File: src/rtl/bcd_down_counter.sv
// Multi-digit BCD countdown timer with load, run/pause and terminal-count pulse.
// Latency: Q/busy/done update on the clk edge that samples load/start/tick; zero is combinational from Q.
// No backpressure: one decrement per accepted tick; ticks outside RUN are dropped.
module bcd_down_counter #(
    parameter int NDIGITS = 2,
    parameter int RELOAD  = 0
) (
    input  logic                   clk,
    input  logic                   rst,
    input  logic                   load,
    input  logic [4*NDIGITS-1:0]   load_val,
    input  logic                   start,
    input  logic                   tick,
    output logic [4*NDIGITS-1:0]   Q,
    output logic                   zero,
    output logic                   busy,
    output logic                   done
);

    localparam int W = 4 * NDIGITS;

    typedef enum logic [1:0] {
        IDLE  = 2'd0,
        RUN   = 2'd1,
        PAUSE = 2'd2
    } state_t;

    state_t         state_q, state_d;
    logic [W-1:0]   count_q, count_d;
    logic [W-1:0]   rld_q, rld_d;
    logic           busy_q, busy_d;
    logic           done_q, done_d;
    logic [W-1:0]   clamped;
    logic [W-1:0]   decremented;
    logic           count_is_zero;
    logic           count_is_one;

    always_comb begin
        clamped = '0;
        for (int i = 0; i < NDIGITS; i++) begin
            clamped[4*i +: 4] = (load_val[4*i +: 4] > 4'd9) ? 4'd9 : load_val[4*i +: 4];
        end
    end

    // Ripple borrow: a digit moves only while every lower digit was 0 (and wrapped to 9).
    always_comb begin : dec_blk
        logic borrow;
        borrow      = 1'b1;
        decremented = count_q;
        for (int i = 0; i < NDIGITS; i++) begin
            if (borrow) begin
                if (count_q[4*i +: 4] == 4'd0) begin
                    decremented[4*i +: 4] = 4'd9;
                end else begin
                    decremented[4*i +: 4] = count_q[4*i +: 4] - 4'd1;
                    borrow                = 1'b0;
                end
            end
        end
    end

    assign count_is_zero = (count_q == '0);
    assign count_is_one  = (count_q == W'(1));

    always_comb begin
        state_d = state_q;
        count_d = count_q;
        rld_d   = rld_q;
        done_d  = 1'b0;
        if (load) begin
            count_d = clamped;
            rld_d   = clamped;
            state_d = IDLE;
        end else begin
            case (state_q)
                IDLE: begin
                    if (start && !count_is_zero) begin
                        state_d = RUN;
                    end
                end
                RUN: begin
                    if (!start) begin
                        state_d = PAUSE;
                    end else if (tick) begin
                        if (count_is_zero) begin
                            // Periodic mode parks at 0 for one tick, then restarts from the reload value.
                            count_d = rld_q;
                        end else begin
                            count_d = decremented;
                            if (count_is_one) begin
                                done_d  = 1'b1;
                                state_d = ((RELOAD != 0) && (rld_q != '0)) ? RUN : IDLE;
                            end
                        end
                    end
                end
                PAUSE: begin
                    if (start) begin
                        state_d = RUN;
                    end
                end
                default: state_d = IDLE;
            endcase
        end
        busy_d = (state_d == RUN);
    end

    always_ff @(posedge clk or negedge rst) begin
        if (!rst) begin
            state_q <= IDLE;
            count_q <= '0;
            rld_q   <= '0;
            busy_q  <= 1'b0;
            done_q  <= 1'b0;
        end else begin
            state_q <= state_d;
            count_q <= count_d;
            rld_q   <= rld_d;
            busy_q  <= busy_d;
            done_q  <= done_d;
        end
    end

    assign Q    = count_q;
    assign zero = count_is_zero;
    assign busy = busy_q;
    assign done = done_q;

endmodule
File: config.mk
export PLATFORM = sky130hd
export DESIGN_NAME = bcd_down_counter
export DESIGN_NICKNAME = d
export VERILOG_FILES = /design/src/rtl/bcd_down_counter.sv
export SDC_FILE = /design/constraint.sdc
export NUM_CORES = 1
export LEC_CHECK = 0
export BUFFER_PORTS_ARGS = -buffer_cell sky130_fd_sc_hd__buf_2
export CORE_ASPECT_RATIO = 1.75
export CORE_MARGIN = 2
export CORE_UTILIZATION = 30
export DETAILED_ROUTE_END_ITERATION = 6
export PLACE_DENSITY_LB_ADDON = 0.08
export SETUP_SLACK_MARGIN = 0.2
export SLEW_MARGIN = 20
export SYNTH_ARGS = -nofsm -noshare
export SYNTH_HDL_FRONTEND = slang
export SYNTH_SLANG_ARGS = --single-unit
File: constraint.sdc
create_clock -name clk -period 4.49 [get_ports clk]
set_input_delay 0.898 -clock clk [delete_from_list [all_inputs] [get_ports clk]]
set_output_delay 0.898 -clock clk [all_outputs]
set_load 0.03 [all_outputs]
==> impl_metrics.tcl <==
set metrics [dict create \
    post-cts-setup-buffers 0 \
    critPathKind "flip-flop to output port" \
    syn_area_um2 990 \
    ant_nets 0 \
    synth_nets 117 \
    drtIter0Drc 23 \
    finalHoldViolCount 0 \
    hold_path.class "flip-flop to flip-flop" \
    cts_tree "built" \
    power.density_nw_per_um2 344 \
    fmax_mhz 376 \
    rows 27 \
    areaGrowthSynthToFinish_pct 21.0 \
    grt_pass1_wl_um 4370 \
    grt_setup_unrepaired "false" \
    fin_worst_skew_ns 0.00418 \
    synth_warnings 0 \
    r2r_slack_ns 2.55 \
    fin_nets 141 \
    leakagePower_nw 0.508 \
    synth_cell_types 37 \
    globalRouteTotalUtil_pct 16.1 \
    r2r_cells 4 \
    cp_slowest_stage_delay_ns 0.60 \
    syn_inst 104 \
    postCtsHoldBufs 0 \
    die_area_um2 3790 \
    cts_resized 0 \
    cts-root-buf "clkbuf_8" \
    vias 913 \
    overflow 0 \
    synth-edff-count 0 \
    fin_area_um2 1200 \
    initial_core_util_pct 31.5 \
    htree_levels 1 \
    grt_max_degree 26 \
    clkLatencyLatePin_ns 0.26 \
    yosysMostFrequentCell "dfrtp_1" \
    cp-end-kind "output port" \
    io_pins 24 \
    worstPathArrival_ns 1.76 \
    synthTopCellsByCount "20 x dfrtp_1, 14 x o21ai_0, 7 x a21oi_1, 7 x inv_1, 7 x nor2_1" \
    async_flop_share_pct 100 \
    dieWidth_um 47.4 \
    power_frac_comb_pct 16.2 \
    core_um2 3140 \
    cts_made_buffers 3 \
    drv_slew 0 \
    clk_path_buf_depth 2 \
    clock_sinks 20 \
    clock_power_share_pct 32.8 \
    routed_wl_um 2580 \
    worstMarginPinSlew_ns 0.572 \
    synth_area_leaders "dfrtp_1 51%, o21ai_0 7.1%, a21oi_1 3.5%, inv_1 2.7%, nor2_1 2.7%" \
    synth_seq_cells 20 \
    antenna_found_initial 0 \
    synth_top_area_cell "dfrtp_1" \
    fin_crit_ns 2.66 \
    drv_cap 0 \
    max-slew-margin-rel_pct 61.5 \
    synth_top_area_share_pct 50.6 \
    run_status "complete, no violations" \
    drive_gt1_share_pct 22.8 \
    ys.flop_type "dfrtp_1" \
    timing.final.crit_share_pct 59.2 \
    reg2reg_from "Q[0]" \
    port_buffers 23 \
    drtPass1Iterations 4 \
    ys_seq_area_share_pct 50.6 \
    syn_area_per_cell_um2 9.52 \
    via_per_inst 5.37 \
    grt_pass1_vias 948 \
    setup_viol 0 \
    hold_end "rld_q[4]" \
    hp-start "rld_q[4]" \
    swShare_pct 28.3 \
    remaining_drc_errors 0 \
    switchingPower_mw 0.117 \
    ir_worst_vdd_v 0.000142 \
    p_int_mw 0.295 \
    die_y_um 80.0 \
    crit_fanout 7 \
    dpl.hpwl_um 1930 \
    regToRegEndpoint "Q[4]" \
    num_antenna_cells 0 \
    cp_slowest_cell "or4_4" \
    critical_path_required_ns 3.59 \
    nFillCells 328 \
    cp_cell_sequence "or4_4 > nand2b_1 > inv_1 > buf_2" \
    clk_pin_slew_ns 0.07 \
    dpl_cell_area_um2 1140 \
    hold_depth 1 \
    startpoint_type "flip-flop" \
    place.gp.congestion 0.830 \
    pwr-share-seq_pct 51.1 \
    tns_ns 0 \
    wire_per_inst_um 15.1 \
]
-- through the flow --
step	hold WS [ns]	std cells	setup WS [ns]	total power, mW	util [%]
after floorplan	0.452	104	2.08	0.252	-
after global placement	0.480	166	2.12	0.281	36.4
after detailed placement	0.469	166	2.10	0.281	36.4
after CTS	0.486	170	1.81	0.420	38.1
after global routing	0.491	170	1.71	0.436	38.1
final	0.485	170	1.83	0.412	38.1
-- logic make-up (layout without fill, tap and decap cells) --
group,after synthesis,in the layout,share of synthesized area (%)
AO/OA/AOI/OAI,38,38,24.7
AND/OR/NAND/NOR,33,33,18.5
flip-flops,20,20,50.6
buffers and inverters,11,34,4.30
XOR/XNOR,1,1,0.885
multiplexers,1,1,1.14
-- state kept, by name, indices dropped and copies added, names as in the netlist --
name / flops
Q: 8
rld_q: 8
done: 1
busy: 1
state_q: 2
-- critical path, delay by kind of cell, from the launching register on --
kind                   cells  cell delay (ns)
buffers and inverters      2             0.27
and+or+nand+nor            2             0.80
DFF                        1             0.44
-- how the worst max path moves through the flow --
stage | startpoint | to | slack [ns] | depth (start not counted)
after global placement | Q[0] | zero | 2.12 | 4
final | Q[0] | zero | 1.83 | 4
after global routing | Q[6] | zero | 1.71 | 4
after detailed placement | Q[0] | zero | 2.10 | 4
after floorplan | Q[0] | zero | 2.08 | 3
after CTS | Q[0] | zero | 1.81 | 4
-- area by class of cell --
cell class / count / area (µm²) / area share, %
repair buffers: 23 / 115 / 9.61
clock buffers: 4 / 55.1 / 4.60
inverters: 7 / 26.3 / 2.19
multi-input cells: 73 / 447 / 37.3
well taps: 43 / 53.8 / 4.49
flip-flops and latches: 20 / 500 / 41.8
-- metal layers --
metal,GRT usage (%),up-vias,share of wire (%)
li1,-,434,-
met1,18.4,437,39
met2,26.1,34,53
met3,2.71,8,4.2
met4,9.72,0,4.3
met5,0,-,0
-- power by group through the flow --
stage / Clock, mW / Sequential, mW / Combinational [mW]
floorplan: 0 / 0.224 / 0.0282
global placement: 0 / 0.213 / 0.0674
detailed placement: 0 / 0.214 / 0.0674
CTS: 0.142 / 0.210 / 0.0677
global route: 0.148 / 0.213 / 0.0750
finish: 0.135 / 0.211 / 0.0666
-- cell usage in the layout (no fill, tap or decap), types with 3 or more instances in the layout --
cell / count
dfrtp_1: 20
nor3_1: 4
nor2_1: 7
a21oi_1: 7
buf_2: 23
or3_1: 3
inv_1: 7
o21ai_0: 14
clkbuf_8: 4
nand2_1: 5
Power figures use the tool's default switching activity.
